==> src/rtl/mem_ctrl_pkg.sv <==
// Shared types for the memory-controller backing store: port ids and the
// read-return tag carried down the fixed-latency read pipeline.
package mem_ctrl_pkg;

  localparam int MAX_RD_LATENCY = 8;
  localparam int DATA_W         = 32;

  typedef enum logic {
    PORT_DATA  = 1'b0,
    PORT_FETCH = 1'b1
  } port_e;

  typedef struct packed {
    logic              valid;
    port_e             port;
    logic [DATA_W-1:0] data;
  } rd_tag_t;

endpackage

==> src/rtl/mem_ctrl_rr_arb.sv <==
// Two-requester round-robin arbiter. The pointer only advances on a contested
// cycle, handing the next contest to the port that just lost.
module mem_ctrl_rr_arb
  import mem_ctrl_pkg::*;
(
  input  logic       clk,
  input  logic       rst,
  input  logic [1:0] req,
  output logic [1:0] gnt
);

  port_e ptr_q, ptr_d;

  always_comb begin
    gnt   = 2'b00;
    ptr_d = ptr_q;
    unique case (req)
      2'b01: gnt = 2'b01;
      2'b10: gnt = 2'b10;
      2'b11: begin
        gnt   = (ptr_q == PORT_DATA) ? 2'b01 : 2'b10;
        ptr_d = (ptr_q == PORT_DATA) ? PORT_FETCH : PORT_DATA;
      end
      default: gnt = 2'b00;
    endcase
  end

  always_ff @(posedge clk or posedge rst) begin
    if (rst) ptr_q <= PORT_DATA;
    else     ptr_q <= ptr_d;
  end

endmodule

==> src/rtl/mem_ctrl_backing_mem.sv <==
// Single-ported backing array shared by the data and fetch ports: one access
// per cycle, reads returned through a fixed-latency tag pipeline.
module mem_ctrl_backing_mem
  import mem_ctrl_pkg::*;
#(
  parameter  int MEM_DEPTH  = 32,
  parameter  int DATA_WIDTH = 32,
  parameter  int RD_LATENCY = 2,
  localparam int AW         = (MEM_DEPTH > 1) ? $clog2(MEM_DEPTH) : 1
) (
  input  logic                  clk,
  input  logic                  rst,
  input  logic [AW-1:0]         mem_raddr,
  input  logic                  mem_ren,
  output logic                  mem_rready,
  output logic [DATA_WIDTH-1:0] mem_rdata,
  output logic                  mem_rdata_valid,
  input  logic [AW-1:0]         mem_waddr,
  input  logic                  mem_wen,
  output logic                  mem_wready,
  input  logic [DATA_WIDTH-1:0] mem_wdata,
  input  logic [AW-1:0]         fetch_mem_raddr,
  input  logic                  fetch_mem_ren,
  output logic                  fetch_mem_rready,
  output logic [DATA_WIDTH-1:0] fetch_mem_rdata,
  output logic                  fetch_mem_rdata_valid,
  input  logic [AW-1:0]         fetch_mem_waddr,
  input  logic                  fetch_mem_wen,
  output logic                  fetch_mem_wready,
  input  logic [DATA_WIDTH-1:0] fetch_mem_wdata
);

  localparam int          LAT       = (RD_LATENCY < 1) ? 1 :
                                      (RD_LATENCY > MAX_RD_LATENCY) ? MAX_RD_LATENCY : RD_LATENCY;
  localparam logic [AW:0] DEPTH_LIM = (AW+1)'(MEM_DEPTH);

  function automatic logic in_range(input logic [AW-1:0] a);
    return {1'b0, a} < DEPTH_LIM;
  endfunction

  logic [1:0] req, gnt;
  assign req = {fetch_mem_wen | fetch_mem_ren, mem_wen | mem_ren};

  mem_ctrl_rr_arb u_arb (.clk(clk), .rst(rst), .req(req), .gnt(gnt));

  // Within the granted port a write wins; its read waits for a later grant.
  assign mem_wready       = gnt[0] & mem_wen;
  assign mem_rready       = gnt[0] & ~mem_wen & mem_ren;
  assign fetch_mem_wready = gnt[1] & fetch_mem_wen;
  assign fetch_mem_rready = gnt[1] & ~fetch_mem_wen & fetch_mem_ren;

  logic                  we, re;
  logic [AW-1:0]         wa, ra;
  logic [DATA_WIDTH-1:0] wd;
  port_e                 rport;

  always_comb begin
    we    = mem_wready | fetch_mem_wready;
    re    = mem_rready | fetch_mem_rready;
    wa    = gnt[1] ? fetch_mem_waddr : mem_waddr;
    wd    = gnt[1] ? fetch_mem_wdata : mem_wdata;
    ra    = gnt[1] ? fetch_mem_raddr : mem_raddr;
    rport = gnt[1] ? PORT_FETCH : PORT_DATA;
  end

  // Storage is deliberately not reset so contents survive a reset pulse.
  logic [DATA_WIDTH-1:0] mem_q [MEM_DEPTH];

  always_ff @(posedge clk) begin
    if (we && in_range(wa)) mem_q[wa] <= wd;
  end

  rd_tag_t acc_tag, ret;
  rd_tag_t tag_q [LAT];

  always_comb begin
    acc_tag       = '0;
    acc_tag.valid = re;
    acc_tag.port  = rport;
    if (re && in_range(ra)) acc_tag.data = DATA_W'(mem_q[ra]);
  end

  always_ff @(posedge clk or posedge rst) begin
    if (rst) begin
      for (int i = 0; i < LAT; i++) tag_q[i] <= '0;
    end else begin
      tag_q[0] <= acc_tag;
      for (int i = 1; i < LAT; i++) tag_q[i] <= tag_q[i-1];
    end
  end

  assign ret = tag_q[LAT-1];

  logic [DATA_WIDTH-1:0] mem_hold_q, fetch_hold_q;

  assign mem_rdata_valid       = ret.valid && (ret.port == PORT_DATA);
  assign fetch_mem_rdata_valid = ret.valid && (ret.port == PORT_FETCH);
  assign mem_rdata             = mem_rdata_valid ? DATA_WIDTH'(ret.data) : mem_hold_q;
  assign fetch_mem_rdata       = fetch_mem_rdata_valid ? DATA_WIDTH'(ret.data) : fetch_hold_q;

  always_ff @(posedge clk or posedge rst) begin
    if (rst) begin
      mem_hold_q   <= '0;
      fetch_hold_q <= '0;
    end else begin
      if (mem_rdata_valid)       mem_hold_q   <= DATA_WIDTH'(ret.data);
      if (fetch_mem_rdata_valid) fetch_hold_q <= DATA_WIDTH'(ret.data);
    end
  end

endmodule
==> config.mk <==
export PLATFORM = sky130hd
export DESIGN_NAME = mem_ctrl_backing_mem
export DESIGN_NICKNAME = d
export VERILOG_FILES = /design/src/rtl/mem_ctrl_pkg.sv /design/src/rtl/mem_ctrl_rr_arb.sv /design/src/rtl/mem_ctrl_backing_mem.sv
export SDC_FILE = /design/constraint.sdc
export NUM_CORES = 1
export LEC_CHECK = 0
export CORE_MARGIN = 4
export CORE_UTILIZATION = 55
export DETAILED_ROUTE_END_ITERATION = 8
export PLACE_DENSITY = 0.81
export RECOVER_POWER = 50
export SLEW_MARGIN = 5
export SYNTH_ARGS = -nofsm -noshare
export SYNTH_HDL_FRONTEND = slang
export SYNTH_SLANG_ARGS = --single-unit
==> constraint.sdc <==
create_clock -name clk -period 6.21 [get_ports clk]
set_input_delay 1.242 -clock clk [delete_from_list [all_inputs] [get_ports clk]]
set_output_delay 1.242 -clock clk [all_outputs]
set_load 0.01 [all_outputs]
Yosys cells after proc, flatten, opt, wreduce, memory -nomap -nowiden
Memories as Yosys holds them, arrays and structs flattened.
Cells that the tools add are included.

operators by class
  eq/ne operators = 3
  mux-type cells = 12
  bitwise operators = 13
  reduce and logical (&&, ||, !) cells = 2

operator list
  kind                                                                    count
  32-bit 2-to-1 mux                                                       4
  5-bit 2-to-1 mux                                                        2
  1-bit AND                                                               6
  2-bit case mux with 3 select lines                                      1
  2-bit equality test (second input constant)                             2
  1-bit 2-to-1 mux                                                        4
  1-bit OR                                                                4
  1-bit NOT                                                               3
  2-bit by 1-bit equality test with 1-bit output (second input constant)  1
  1-bit logical AND                                                       2
  2-bit 2-to-1 mux                                                        1

word-level totals
  register bits after elaboration = 133
  RAM bits = 1024
  input bits = 90
  output and inout port bits = 70
  word-level logic and storage cells = 40
  memories kept = 1

memories
  memory  depth  bits a word  read ports  clocked after Yosys merged registers in  write ports  line                        source
  mem_q   32     32           1           0                                        1            mem_ctrl_backing_mem.sv:67  logic [DATA_WIDTH-1:0] mem_q [MEM_DEPTH];

Depth between registers and ports, before layout
Gate-level depths: netlist of run 1.

  depth after elaboration = 7
  gate-level depth with buffers = 12
  depth with buffers taken out = 8

Hierarchy
Synthesis of run 1 repeated with hierarchy kept, for this count alone.

second synthesis, totals
  cell total of the unflattened synthesis = 3613
  area total of the unflattened synthesis = 48168.7 um^2

modules (own cells, without submodules)
  module                times used  cells each  area an instance (um^2)  seq. area each (um^2)
  mem_ctrl_backing_mem  1           3606        48108.6                  34052.7
  mem_ctrl_rr_arb       1           7           60.1                     25.0

Least setup slack after synthesis of run 1
OpenSTA, ideal clock, no wires.

  kind = input to register
  start point = input fetch_mem_wen
  end point = memory mem_q[0][0], enable pin
  library setup time = 0.421 ns
  data arrival time = 4.028 ns
  required time = 5.789 ns
  slack = 1.761 ns
  cell stages on the path = 7
  path buffers = 2
  cell sequence = or2_1 buf_2 nand2_4 buf_1 mux2i_1 nand3_1 nor2_1

between the ends
  longest elaborated chain between the ends = 7
  elaborated cells between the ends (all ways) = 11
  classes of those cells = eq/ne: 3; mux: 4; bitwise: 4

RTL lines
  item                                                                                          line                                                    source
  from (decl)                                                                                   mem_ctrl_backing_mem.sv:28                              input logic fetch_mem_wen,
  1-bit OR                                                                                      mem_ctrl_backing_mem.sv:42                              assign req = {fetch_mem_wen | fetch_mem_ren, mem_wen | mem_ren};
  2-bit equality test / 2-bit by 1-bit equality test with 1-bit output (equally long branches)  mem_ctrl_rr_arb.sv:17                                   unique case (req)
  2-bit case mux with 3 select lines                                                            mem_ctrl_rr_arb.sv:17
  1-bit AND, on equally long branches                                                           mem_ctrl_backing_mem.sv:47, mem_ctrl_backing_mem.sv:49
  1-bit OR                                                                                      mem_ctrl_backing_mem.sv:58                              we = mem_wready | fetch_mem_wready;
  1-bit 2-to-1 mux                                                                              mem_ctrl_backing_mem.sv:70                              if (we && in_range(wa)) mem_q[wa] <= wd;
  1-bit 2-to-1 mux (not written as such)                                                        mem_ctrl_backing_mem.sv:70
  to (decl)                                                                                     mem_ctrl_backing_mem.sv:67

Several ways; a longest one is shown, not always the timed one.

==> flow_summary.ini, run 1 <==
[run_status]
outcome = complete, but fails checks
failed_checks = capacitance limit, slew limit

[routing]
avgRoutedWirePerCell_um = 28.9
drt.antenna.violating_nets = 0
detailroute.via_count = 27300
drtPass1Iterations = 6
post-route-drc-count = 0
drt-vias-per-instance = 6.63
detailedRoute.firstIterationViolations = 3986
detail_route.wirelength_mm = 119

[timing]
post-route-min-period_ns = 5.25
timing.clock.skew_ns = 0.0342
worst_slack_ns = 0.965
report.final.setup_viol = 0
finalMaxSlewViolations = 102
setup_tns_ns = 0
fmaxAchievable_mhz = 191
worst_pin_slew_ns = 2.02
worst_slew_margin_rel = -0.349
rsz0062_at_grt = no
hold_violations = 0
post-route-period-util = 0.845

[synth]
synth_top_flop_cell = sky130_fd_sc_hd__edfxtp_1
synth-edff-count = 1024
ys_warn_count = 0
asyncSetResetFlopFracSynth = 0.115
synthesis.nets = 2891
ys_seq_elements = 1157
synth_area_per_cell_um2 = 16.0
seq_area_frac_synth = 0.761
yosys.cell_types.count = 37
synthCells = 2801
syn_area_um2 = 44800

[critical_path]
setup.worst_path.class = input port to flip-flop
worstPathMaxFanout = 93
count_of_buffering_cells_on_the_critical_path_with_inverters_included = 4
crit_required_ns = 6.73
worstSetupStartpointType = input port
cpMaxStageDelayCell = sky130_fd_sc_hd__inv_4
cp_slowest_stage_delay_ns = 0.67
worst_ep_arrival_time_ns = 5.76
worstPathCellList = dlygate4sd3_1 > or2_0 > nand2_1 > inv_4 > mux2i_4 > buf_12 > buf_12 > mux2i_1 > o221ai_1 > o221ai_1 > o31ai_1
kind_of_end_point_of_the_critical_path = flip-flop
cpLargestDelayFamily = buffers and inverters

[pwr]
total_leakage_power_nw = 18.3
power.density_cell_area_nw_per_um2 = 410
worst_ir_drop_vdd_mv = 0.273

[clock_tree]
post_cts.resized_instances = 0
postCtsSetupRepairBufs = 0
cts.reportedPaths.clkPinSlew_ns = 0.06
clock-root-buffer = sky130_fd_sc_hd__clkbuf_16
maximum_clock_path_buffer_count = 3
cts_hold_buf = 0
num_clock_sinks = 1157
h-tree-depth = 3
clock_latency_ns = 0.69
numCtsBuffers = 108
cts_tree = yes

[placed_design]
dp_worst_setup_slack_ns = 0.927
gpl.final_weighted_congestion = 0.898
port-buffer-count = 159
dpl.hpwl_mm = 67.0

[layout]
utilization = 0.641
share_of_layout_cells_above_drive_strength_1 = 0.100
num_antenna_cells = 0
area_delta_synth_final_pct = 15.3
design.final.nets = 3051

[floorplan]
floorplan.die_area_um2 = 86000
chipWidth_um = 293
fp.dieH_um = 293
fp.coreArea_um2 = 80500
io-pin-count = 160
effective_utilization_at_floorplan = 0.556
row_count = 104

[grt]
first_global_vias = 27200
grt_start_max_net_pins = 129
grtUsageTotal = 0.271
initial_antenna_violation_count = 3
grt_pass1_wl_mm = 174
overflow_left_after_global_routing = 0

[hold_path]
timing.hold.worst.class = flip-flop to flip-flop

[job]
cap_viol_max_count = 3
[where the power goes]
| group | total [mW] | internal (mW) | switching, mW |
|---|---|---|---|
| Sequential | 9.90 | 9.65 | 0.245 |
| Clock | 6.59 | 3.74 | 2.85 |
| Combinational | 4.67 | 1.46 | 3.21 |
| Total | 21.2 | 14.8 | 6.30 |
[cell families after synthesis]
kind of cell | synth area share
flops | 0.761
buf+inv | 0.0210
mux | 0.0756
simple gates | 0.0632
compound gates | 0.0789
xor+xnor | 0.000196
[worst paths after layout]
path / to / slack, ns / depth (start not counted) / startpoint
min in group asynchronous: fetch_hold_q[29] / 1.28 / 2 / rst
setup reg to reg: mem_q[17][9] / 1.93 / 7 / u_arb.ptr_q
hold / removal: ret[29] / 0.33 / 0 / tag_q[63]
hold reg to reg: ret[29] / 0.33 / 0 / tag_q[63]
max in group asynchronous: ret[13] / 2.45 / 3 / rst
setup / recovery: tag_q[45] / 0.96 / 11 / fetch_mem_wen
[through the flow]
| step | power (mW) | hold WS, ns | cells | instance area [um2] |
|---|---|---|---|---|
| after floorplan | 12.6 | 0.331 | 2801 | 44800 |
| after global placement | 14.5 | 0.334 | 3911 | 48100 |
| after detailed placement | 14.7 | 0.338 | 3911 | 48100 |
| after CTS | 21.2 | 0.334 | 4116 | 51600 |
| after global routing | 21.8 | 0.334 | 4116 | 51600 |
| final | 21.2 | 0.334 | 4116 | 51600 |
[layout make-up]
class                      instances  area, um2
multi-input combinational       1439      10100
clock buffer                     148       3040
timing repair buffer             250       2510
clock inverter                    57        541
inverter                           5       26.3
tap                             1060       1330
fill                            5189      28900
sequential                      1157      34100
[cells in the mapped netlist (36+ instances only)]
master | number | share of area
sky130_fd_sc_hd__o221ai_1 | 128 | 0.025
sky130_fd_sc_hd__nand2_1 | 439 | 0.037
sky130_fd_sc_hd__clkbuf_1 | 105 | 0.0088
sky130_fd_sc_hd__buf_2 | 57 | 0.0064
sky130_fd_sc_hd__a211oi_1 | 128 | 0.021
sky130_fd_sc_hd__a31oi_1 | 66 | 0.0092
sky130_fd_sc_hd__nor2_1 | 36 | 0.0030
sky130_fd_sc_hd__a311oi_1 | 64 | 0.013
sky130_fd_sc_hd__and3_1 | 97 | 0.014
sky130_fd_sc_hd__mux2_2 | 64 | 0.016
sky130_fd_sc_hd__mux2i_1 | 264 | 0.059
sky130_fd_sc_hd__edfxtp_1 | 1024 | 0.69
sky130_fd_sc_hd__nand3_1 | 69 | 0.0077
sky130_fd_sc_hd__dfrtp_1 | 133 | 0.074
[state kept, by name (all words and copies together) (netlist names)]
| signal | count |
|---|---|
| mem_q | 1024 |
| ret | 34 |
| tag_q | 34 |
| fetch_hold_q | 32 |
| mem_hold_q | 32 |
| u_arb.ptr_q | 1 |
[layout by cell type, fill, tap and decap left out, drive strengths merged, types with 64 or more instances in the layout]
| master | count |
|---|---|
| a211oi | 128 |
| a311oi | 64 |
| a31oi | 66 |
| and3 | 97 |
| buf | 88 |
| clkbuf | 151 |
| clkdlybuf4s50 | 123 |
| dfrtp | 133 |
| edfxtp | 1024 |
| mux2 | 64 |
| mux2i | 265 |
| nand2 | 440 |
| nand3 | 69 |
| o221ai | 128 |
[per-layer routing]
layer  vias to the layer above  part of all wire  global-route usage
li1                      11300                 -                   -
met1                     13400              0.36               0.368
met2                      2205              0.46               0.419
met3                       344              0.14              0.0733
met4                         0             0.042               0.112
met5                         -                 0                   0
No activity file was read; power rests on OpenSTA's default activity.
==> inputs of run 2 (changes only) <==
PLACE_DENSITY = 0.84   (was 0.81)
clock period = 4.5 ns   (was 6.21 ns; I/O delays follow)
==> flow_summary.ini, run 2 (synthesized netlist as in run 1, its figures left out) <==
[critical_path]
worstPathMaxFanout = 78
worst_ep_arrival_time_ns = 4.79
setup.worst_path.class = input port to flip-flop
kind_of_end_point_of_the_critical_path = flip-flop
crit_required_ns = 4.99
r2r_end = tag_q[55]
worstRegToRegCells = 10
rr_startpoint = u_arb.ptr_q
setup.reg_to_reg.worst_slack_ns = 0.76
worstSetupStartpointType = input port

[layout]
multiInputGateArea_um2 = 10100
area_delta_synth_final_pct = 16.4
flip_flop_count_of_the_largest_register_after_layout = 1024
register_area_um2 = 34100
post_layout_instance_area_um2 = 52100
design.final.nets = 3106
layout_common_cells = sky130_fd_sc_hd__edfxtp_1, sky130_fd_sc_hd__nand2_1, sky130_fd_sc_hd__mux2i_1, sky130_fd_sc_hd__clkdlybuf4s50_1, sky130_fd_sc_hd__dfrtp_1
share_of_layout_cells_above_drive_strength_1 = 0.106
final-instance-count-excl-fill = 4170
regMostFlops = mem_q
fill_cell_count = 4995
layout.cells.most_common = sky130_fd_sc_hd__edfxtp_1

[routing]
drtPass1Iterations = 8
detailroute.via_count = 27900
post-route-drc-count = 2
drt.antenna.violating_nets = 0
detail_route.wirelength_mm = 123
detailedRoute.firstIterationViolations = 4571
drt-vias-per-instance = 6.69
avgRoutedWirePerCell_um = 29.5

[pwr]
net-switching-power_mw = 8.81
pwr-share-comb = 0.233
power.density_cell_area_nw_per_um2 = 560
switching_share = 0.301
clk_network_pwr_share = 0.299
cell_internal_pwr_mw = 20.4
total_leakage_power_nw = 18.4
totalPowerFinal_mw = 29.2
power_frac_seq = 0.468
worst_ir_drop_vdd_mv = 0.354

[clock_tree]
cts_tree = yes
postCtsSetupRepairBufs = 0
cts_hold_buf = 0
post_cts.resized_instances = 0
cts.reportedPaths.clkPinSlew_ns = 0.07
clock-root-buffer = sky130_fd_sc_hd__clkbuf_16
num_clock_sinks = 1157
numCtsBuffers = 107
maximum_clock_path_buffer_count = 3
clock_latency_ns = 0.68
h-tree-depth = 3

[grt]
initial_antenna_violation_count = 5
grt_start_max_net_pins = 90
overflow_left_after_global_routing = 0
grt_pass1_wl_mm = 181
first_global_vias = 27900
grtUsageTotal = 0.282

[floorplan]
effective_utilization_at_floorplan = 0.556
row_count = 104
floorplan.die_area_um2 = 86000
fp.coreArea_um2 = 80500
fp.dieH_um = 293
io-pin-count = 160
chipWidth_um = 293

[run_status]
failed_checks = DRC, capacitance limit, slew limit
outcome = complete, but fails checks

[timing]
post-route-period-util = 0.957
finalMaxSlewViolations = 704
hold_violations = 0
post-route-min-period_ns = 4.31
fin_worst_hold_slack_ns = 0.351
setup_tns_ns = 0
worst_slew_margin_rel = -0.452
fmaxAchievable_mhz = 232
timing.clock.skew_ns = 0.0357
worst_pin_slew_ns = 2.17
report.final.setup_viol = 0
rsz0062_at_grt = no

[hold_path]
timing.hold.worst.class = flip-flop to flip-flop
startpoint_of_the_lowest_slack_hold_path = tag_q[37]
worst_hold_path.endpoint = ret[3]
hold_path_depth = 0

[job]
cap_viol_max_count = 20

[placed_design]
port-buffer-count = 159
numPlacedInstances = 3967
dpl.hpwl_mm = 70.4
gpl.final_weighted_congestion = 0.899
place_area_um2 = 48800
[run 2: per-stage QoR]
step,utilization,worst slack (ns)
3_5_place_dp,0.606,0.264
3_3_place_gp,0.606,0.356
2_1_floorplan,-,0.0456
6_report,0.647,0.191
4_1_cts,0.649,0.656
5_1_grt,0.647,0.263
[run 2: cell type report]
class / instances / area share
clock inverter: 57 / 0.00809
antenna: 2 / 0.0000960
tap: 1060 / 0.0254
inverter: 5 / 0.000480
clock buffer: 144 / 0.0574
timing repair buffer: 306 / 0.0616
multi-input combinational: 1439 / 0.193
sequential: 1157 / 0.654
[run 2: how the worst max path moves through the flow]
stage	from	endpoint
6_report	fetch_mem_wen	tag_q[55]
5_1_grt	fetch_mem_wen	tag_q[45]
4_1_cts	fetch_mem_wen	mem_wready
3_5_place_dp	fetch_mem_wen	tag_q[55]
3_3_place_gp	fetch_mem_wen	tag_q[55]
2_1_floorplan	rst	fetch_hold_q[0]
[run 2: layer usage]
| layer | global-route usage | vias to the layer above | wire length (um) |
|---|---|---|---|
| li1 | - | 11400 | - |
| met1 | 0.377 | 13600 | 42300 |
| met2 | 0.436 | 2449 | 55800 |
| met3 | 0.0900 | 425 | 19300 |
| met4 | 0.110 | 0 | 5680 |
| met5 | 0 | - | 0 |
[run 2: worst max-delay path, stage by stage]
cell and delay (ns):
sky130_fd_sc_hd__clkdlybuf4s50_1 0.48, sky130_fd_sc_hd__or2_0 0.34, sky130_fd_sc_hd__nand2_1 0.55, sky130_fd_sc_hd__inv_4 0.25
sky130_fd_sc_hd__mux2i_4 0.29, sky130_fd_sc_hd__buf_12 0.25, sky130_fd_sc_hd__buf_12 0.40, sky130_fd_sc_hd__a211oi_1 0.12
sky130_fd_sc_hd__a31oi_1 0.23, sky130_fd_sc_hd__a211oi_1 0.15, sky130_fd_sc_hd__o31ai_1 0.78
[run 2: power by group through the flow]
stage / clock [mW] / sequential (mW) / combinational [mW]
6_report: 8.73 / 13.7 / 6.81
5_1_grt: 9.26 / 13.7 / 7.12
4_1_cts: 8.77 / 13.6 / 6.76
3_5_place_dp: 0 / 13.8 / 6.68
3_3_place_gp: 0 / 13.8 / 6.41
2_1_floorplan: 0 / 13.6 / 3.79
